**src/rtl/adc_decim_pkg.sv**
```systemverilog
// Shared types and helpers for the adc_decimator block.
package adc_decim_pkg;

    typedef enum logic {
        IDLE,
        ACCUM
    } decim_state_e;

    localparam int unsigned DECIM_DATA_WIDTH = 32;
    localparam int unsigned DECIM_MAX_LOG2   = 8;

    function automatic int unsigned clamp_log2(input int unsigned req, input int unsigned max_log2);
        return (req > max_log2) ? max_log2 : req;
    endfunction

endpackage

```
**src/rtl/adc_decim_outreg.sv**
```systemverilog
// Single-entry AXI-Stream output register; flags a drop when a new word
// arrives while the held word is neither empty nor draining.
module adc_decim_outreg #(
    parameter int unsigned DATA_WIDTH = 32
) (
    input  logic                  clk,
    input  logic                  resetn,
    input  logic                  in_valid,
    input  logic [DATA_WIDTH-1:0] in_data,
    output logic                  m_tvalid,
    output logic [DATA_WIDTH-1:0] m_tdata,
    input  logic                  m_tready,
    output logic                  drop
);

    logic                  valid_q, valid_d;
    logic [DATA_WIDTH-1:0] data_q, data_d;
    logic                  drain;

    always_comb begin
        valid_d = valid_q;
        data_d  = data_q;
        drain   = valid_q && m_tready;
        drop    = 1'b0;
        if (in_valid && (!valid_q || drain)) begin
            valid_d = 1'b1;
            data_d  = in_data;
        end else begin
            if (drain) begin
                valid_d = 1'b0;
            end
            drop = in_valid;
        end
    end

    always_ff @(posedge clk or negedge resetn) begin
        if (!resetn) begin
            valid_q <= 1'b0;
            data_q  <= '0;
        end else begin
            valid_q <= valid_d;
            data_q  <= data_d;
        end
    end

    assign m_tvalid = valid_q;
    assign m_tdata  = data_q;

endmodule

```
**src/rtl/adc_decimator.sv**
```systemverilog
// Block-averaging power-of-two decimator for the adc_manager sample stream.
// Optional packet framing on m_axis_tlast when ADC_DECIM_TLAST_EN is defined.
module adc_decimator
    import adc_decim_pkg::*;
#(
    parameter int unsigned DATA_WIDTH = DECIM_DATA_WIDTH,
    parameter int unsigned MAX_LOG2   = DECIM_MAX_LOG2,
    parameter int unsigned LOG2_W     = 4,
    parameter int unsigned CNT_W      = 16,
    parameter int unsigned PACKET_LEN = 256
) (
    input  logic                  clk,
    input  logic                  resetn,
    input  logic                  enable,
    input  logic [LOG2_W-1:0]     ratio_log2,
    input  logic [DATA_WIDTH-1:0] s_axis_tdata,
    input  logic                  s_axis_tvalid,
    output logic                  s_axis_tready,
    output logic [DATA_WIDTH-1:0] m_axis_tdata,
    output logic                  m_axis_tvalid,
    input  logic                  m_axis_tready,
    output logic                  m_axis_tlast,
    output logic [CNT_W-1:0]      overflow_count,
    output logic                  active
);

    localparam int unsigned ACC_W = DATA_WIDTH + MAX_LOG2;

    decim_state_e             state_q, state_d;
    logic signed [ACC_W-1:0]  acc_q, acc_d;
    logic [MAX_LOG2-1:0]      cnt_q, cnt_d;
    logic [LOG2_W-1:0]        ratio_q, ratio_d;
    logic                     tready_q;
    logic [CNT_W-1:0]         ovf_q, ovf_d;
    logic signed [ACC_W-1:0]  sample_ext;
    logic signed [ACC_W-1:0]  sum;
    logic [LOG2_W-1:0]        ratio_clamped;
    logic                     in_hs;
    logic                     res_valid;
    logic [DATA_WIDTH-1:0]    res_data;
    logic                     drop;

    assign in_hs         = s_axis_tvalid && tready_q;
    assign sample_ext    = {{MAX_LOG2{s_axis_tdata[DATA_WIDTH-1]}}, s_axis_tdata};
    assign sum           = acc_q + sample_ext;
    assign res_data      = DATA_WIDTH'(sum >>> ratio_q);
    assign ratio_clamped = LOG2_W'(clamp_log2(32'(ratio_log2), MAX_LOG2));

    always_comb begin
        state_d   = state_q;
        acc_d     = acc_q;
        cnt_d     = cnt_q;
        ratio_d   = ratio_q;
        res_valid = 1'b0;
        case (state_q)
            IDLE: begin
                acc_d = '0;
                cnt_d = '0;
                if (enable) begin
                    state_d = ACCUM;
                    ratio_d = ratio_clamped;
                end
            end
            ACCUM: begin
                // Disable wins over a completing handshake in the same cycle.
                if (!enable) begin
                    state_d = IDLE;
                    acc_d   = '0;
                    cnt_d   = '0;
                end else if (in_hs) begin
                    if (32'(cnt_q) == (32'd1 << ratio_q) - 32'd1) begin
                        res_valid = 1'b1;
                        acc_d     = '0;
                        cnt_d     = '0;
                        ratio_d   = ratio_clamped;
                    end else begin
                        acc_d = sum;
                        cnt_d = cnt_q + 1'b1;
                    end
                end
            end
            default: state_d = IDLE;
        endcase
    end

    always_comb begin
        ovf_d = ovf_q;
        if (drop && (ovf_q != '1)) begin
            ovf_d = ovf_q + 1'b1;
        end
    end

    always_ff @(posedge clk or negedge resetn) begin
        if (!resetn) begin
            state_q  <= IDLE;
            acc_q    <= '0;
            cnt_q    <= '0;
            ratio_q  <= '0;
            tready_q <= 1'b0;
            ovf_q    <= '0;
        end else begin
            state_q  <= state_d;
            acc_q    <= acc_d;
            cnt_q    <= cnt_d;
            ratio_q  <= ratio_d;
            tready_q <= 1'b1;
            ovf_q    <= ovf_d;
        end
    end

    adc_decim_outreg #(
        .DATA_WIDTH(DATA_WIDTH)
    ) u_outreg (
        .clk     (clk),
        .resetn  (resetn),
        .in_valid(res_valid),
        .in_data (res_data),
        .m_tvalid(m_axis_tvalid),
        .m_tdata (m_axis_tdata),
        .m_tready(m_axis_tready),
        .drop    (drop)
    );

    assign s_axis_tready  = tready_q;
    assign overflow_count = ovf_q;
    assign active         = (state_q == ACCUM);

`ifdef ADC_DECIM_TLAST_EN
    localparam int unsigned WCNT_W = (PACKET_LEN > 1) ? $clog2(PACKET_LEN) : 1;

    logic [WCNT_W-1:0] word_q, word_d;
    logic              restart_q, restart_d;
    logic              word_last;

    assign word_last = (32'(word_q) == PACKET_LEN - 1);

    // A disable only restarts the packet once any pending word has gone out.
    always_comb begin
        word_d    = word_q;
        restart_d = restart_q || !enable;
        if (m_axis_tvalid && m_axis_tready) begin
            word_d = word_last ? '0 : word_q + 1'b1;
        end
        if (restart_q && !m_axis_tvalid) begin
            word_d    = '0;
            restart_d = !enable;
        end
    end

    always_ff @(posedge clk or negedge resetn) begin
        if (!resetn) begin
            word_q    <= '0;
            restart_q <= 1'b0;
        end else begin
            word_q    <= word_d;
            restart_q <= restart_d;
        end
    end

    assign m_axis_tlast = m_axis_tvalid && word_last;
`else
    assign m_axis_tlast = 1'b0;
`endif

endmodule

```
**config.mk**
```make
export PLATFORM = sky130hd
export DESIGN_NAME = adc_decimator
export DESIGN_NICKNAME = d
export VERILOG_FILES = /design/src/rtl/adc_decim_pkg.sv /design/src/rtl/adc_decim_outreg.sv /design/src/rtl/adc_decimator.sv
export SDC_FILE = /design/constraint.sdc
export NUM_CORES = 1
export LEC_CHECK = 0
export ABC_CLOCK_PERIOD_IN_PS = 4600
export CAP_MARGIN = 20
export CORE_MARGIN = 2
export CORE_UTILIZATION = 59
export DETAILED_ROUTE_END_ITERATION = 6
export PLACE_DENSITY = 0.9
export SLEW_MARGIN = 25
export SYNTH_ARGS = -nofsm -noshare
export SYNTH_HDL_FRONTEND = slang
export SYNTH_SLANG_ARGS = --single-unit
```
**constraint.sdc**
```tcl
create_clock -name clk -period 4.6 [get_ports clk]
set_input_delay 0.69 -clock clk [delete_from_list [all_inputs] [get_ports clk]]
set_output_delay 0.69 -clock clk [all_outputs]
set_load 0.03 [all_outputs]
```
==> metrics <==
Critical Path Start Type=register; layout cells sized above 1=0.0868; area of the multi-input gates=approximately 0.0062 mm2; worst hold margin=0.313 ns; slowest CP cell=dfrtp_1; CP bufs+invs=2; final setup TNS=0 ns; 1st-iter DRT viols=1343; CTS root buf=clkbuf_16; share of Yosys cell area claimed by the top area cell type=0.282; cell taking the most area after synthesis=dfrtp_1; CP cell instances=inv_1, nor2_1, nand2_1, ha_1, buf_4, xor2_1, o22ai_1, a21oi_1, o21ai_1, nand4b_1, a2111oi_1, nand3_1, a211o_1, o211ai_1; Wirelength per Cell=21.2 um; Sw Ratio=0.373; post-synthesis cell type count=between 80 and 90; vias per cell=6.87; RSZ-0062 raised after global routing=no; Final Hold Viols=0; total internal power=1.67 mW; DP Wirelength=between 20000 and 25000 um; crit path time final=between 4 and 5 ns; I/O pins=between 90 and 100; CTS tree=done; Post-Synthesis Cells=1090; top post-synthesis cells by area=dfrtp_1 28%, ha_1 5.9%, nand2_1 4.8%; Top Metal Used=met4; most common cell in the synthesized netlist=nand2_1; VDD IR max=roughly 220 uV; Non-Filler Instances=1340; Area Overhead vs Synth=14.9%; sequential-to-total area share from yosys stat=0.282; cell class contributing the biggest share of worst-path delay=compound AO/OA/AOI/OAI gates; Clock Path Buffers=2; Mapped Area=around 0.009 mm2; num rows=45; worst skew pair latency=0.37 ns; pre-CTS setup slack=between 0.15 and 0.2 ns; Nets=between 1000 and 1500; ys async rst share=1.00; slowest stage delay, CP=a little under 0.8 ns; share of power burned in the clock network=0.301; worst setup margin=around 0.29 ns; maximum clock frequency=roughly 0.23 GHz; net count after synthesis=between 1000 and 1500; die area=roughly 0.016 mm2; Psw=just under 1 mW; first-pass GRT wire length=about 45000 um; H-tree Lvls=3; placed cell area=a little over 0.01 mm2; PwrDens=253 mW/mm2; worst-path fanout max=18; ANT nets after route=0; Reg area=0.00258 mm2; global route overflow=0; hold buffer count at cts=0; TritonCTS Buffers=9; flops & latches, synth=a little over 100; Pleak=around 4.6 nW; initial antenna violation count=0; WL met2=roughly 14000 um; Post-CTS Resized=0; met3 WL=between 2000 and 3000 um; syn avg cell area=approximately 8.4 um2; global placer's final weighted congestion=roughly 1.0; top post-synthesis cells by count=117 x nand2_1, 103 x dfrtp_1, 76 x a21oi_1, 73 x nor2_1, 69 x o21ai_0; routed via count=9207; Comb pwr share=0.339; Clock Sinks=103; vias in the first global route=approximately 9000; pin count of the biggest net entering global routing=73; Slew @ Worst Pin=0.754 ns; final instance area=about 0.010 mm2; Die X=128 um; Layout fillers=1192; Post CTS Setup Buffer Count=0; CORE AREA=approximately 0.015 mm2; Required @ worst endpoint=4.85 ns; clock slew at reported path FFs=0.08 ns; EDFF count, synth=0; max-cap violations=0; CP Class=register to register; Post-Route M1 WL=~11000 um; Relative slew margins=0.496; Hold WC Path Type=input pin to async pin; PortBufs=91; Slew Limit Fails=0; initial core utilization=0.603; Setup crit end kind=register; die height=128 um; Final Cycle Share=0.938; drt pass-1 iters=6; DR DRC count=0; ant diodes=0; skew final=~0.011 ns; detailed-route wire length=around 28000 um; CP arrival=approximately 4.6 ns; predominant post-synthesis flop cell=dfrtp_1; final count of negative-setup-slack endpoints=0; Tot GR Track Use=0.347; register share of total power=0.360; status=finished clean; # placed instances=between 1000 and 1500; Synth Warn #=0
[cells in the final DEF (no fill, tap or decap), types with 14 or more instances in the layout]
| cell | n |
|---|---|
| a211oi_1 | 35 |
| a21o_1 | 20 |
| a21oi_1 | 75 |
| a22o_1 | 33 |
| and2_1 | 16 |
| and3_1 | 15 |
| buf_4 | 28 |
| clkdlybuf4s50_1 | 90 |
| dfrtp_1 | 103 |
| ha_1 | 43 |
| inv_1 | 20 |
| mux2i_1 | 34 |
| nand2_1 | 117 |
| nand2b_1 | 14 |
| nand3_1 | 33 |
| nand4_1 | 21 |
| nor2_1 | 73 |
| nor3_1 | 28 |
| o21a_1 | 16 |
| o21ai_0 | 69 |
| xnor2_1 | 21 |
| xor2_1 | 21 |
[power groups by stage]
stage	Combinational, mW	Sequential, mW	Clock, mW
3_5_place_dp	0.872	0.974	0
2_1_floorplan	0.608	0.968	0
3_3_place_gp	0.858	0.974	0
5_1_grt	0.968	0.960	0.847
6_report	0.902	0.958	0.801
4_1_cts	0.877	0.956	0.809
[layout make-up]
class / instances / share of cell area
clock buffer: 9 / 0.0215
clock inverter: 7 / 0.00799
inverter: 21 / 0.00751
multi-input combinational: 893 / 0.588
sequential: 103 / 0.246
tap: 188 / 0.0224
timing repair buffer: 119 / 0.107
[logic make-up after synthesis]
logic type                 share of synthesized area
DFF                                            0.282
AOI/OAI and AO/OA                              0.277
muxes                                         0.0829
other                                       0.000822
buffers and inverters                         0.0434
xor gates and xnor gates                      0.0420
and+or+nand+nor                                0.210
adders and majority gates                     0.0611
[through the flow]
step / utilization / power, mW
6_report: 0.693 / 2.66
5_1_grt: 0.693 / 2.77
4_1_cts: 0.693 / 2.64
3_5_place_dp: 0.672 / 1.85
3_3_place_gp: 0.672 / 1.83
2_1_floorplan: - / 1.58
[flip-flops by register name, summed over array words and instances, names as in the netlist]
register,flops
acc_q,40
cnt_q,8
u_outreg.m_tdata,32
s_axis_tready,1
overflow_count,16
u_outreg.m_tvalid,1
ratio_q,4
active,1
[routing by layer]
layer	GRT usage	vias up
met5	0	-
met4	0.150	0
met3	0.0686	104
met2	0.572	503
met1	0.447	4352
li1	-	4248
[worst paths after layout]
check / slack, ns / startpoint / to / depth (start not counted)
min reg2reg: 0.49 / u_outreg.m_tdata[6] / u_outreg.m_tdata[6] / 2
max reg2reg: 0.29 / ratio_q[0] / u_outreg.m_tdata[24] / 14
min in group clk: 0.49 / u_outreg.m_tdata[6] / u_outreg.m_tdata[6] / 2
max in group asynchronous: 3.34 / resetn / acc_q[1] / 2
min: 0.31 / resetn / acc_q[25] / 1
max: 0.29 / ratio_q[0] / u_outreg.m_tdata[24] / 14
(Power assumes the default switching activity.)
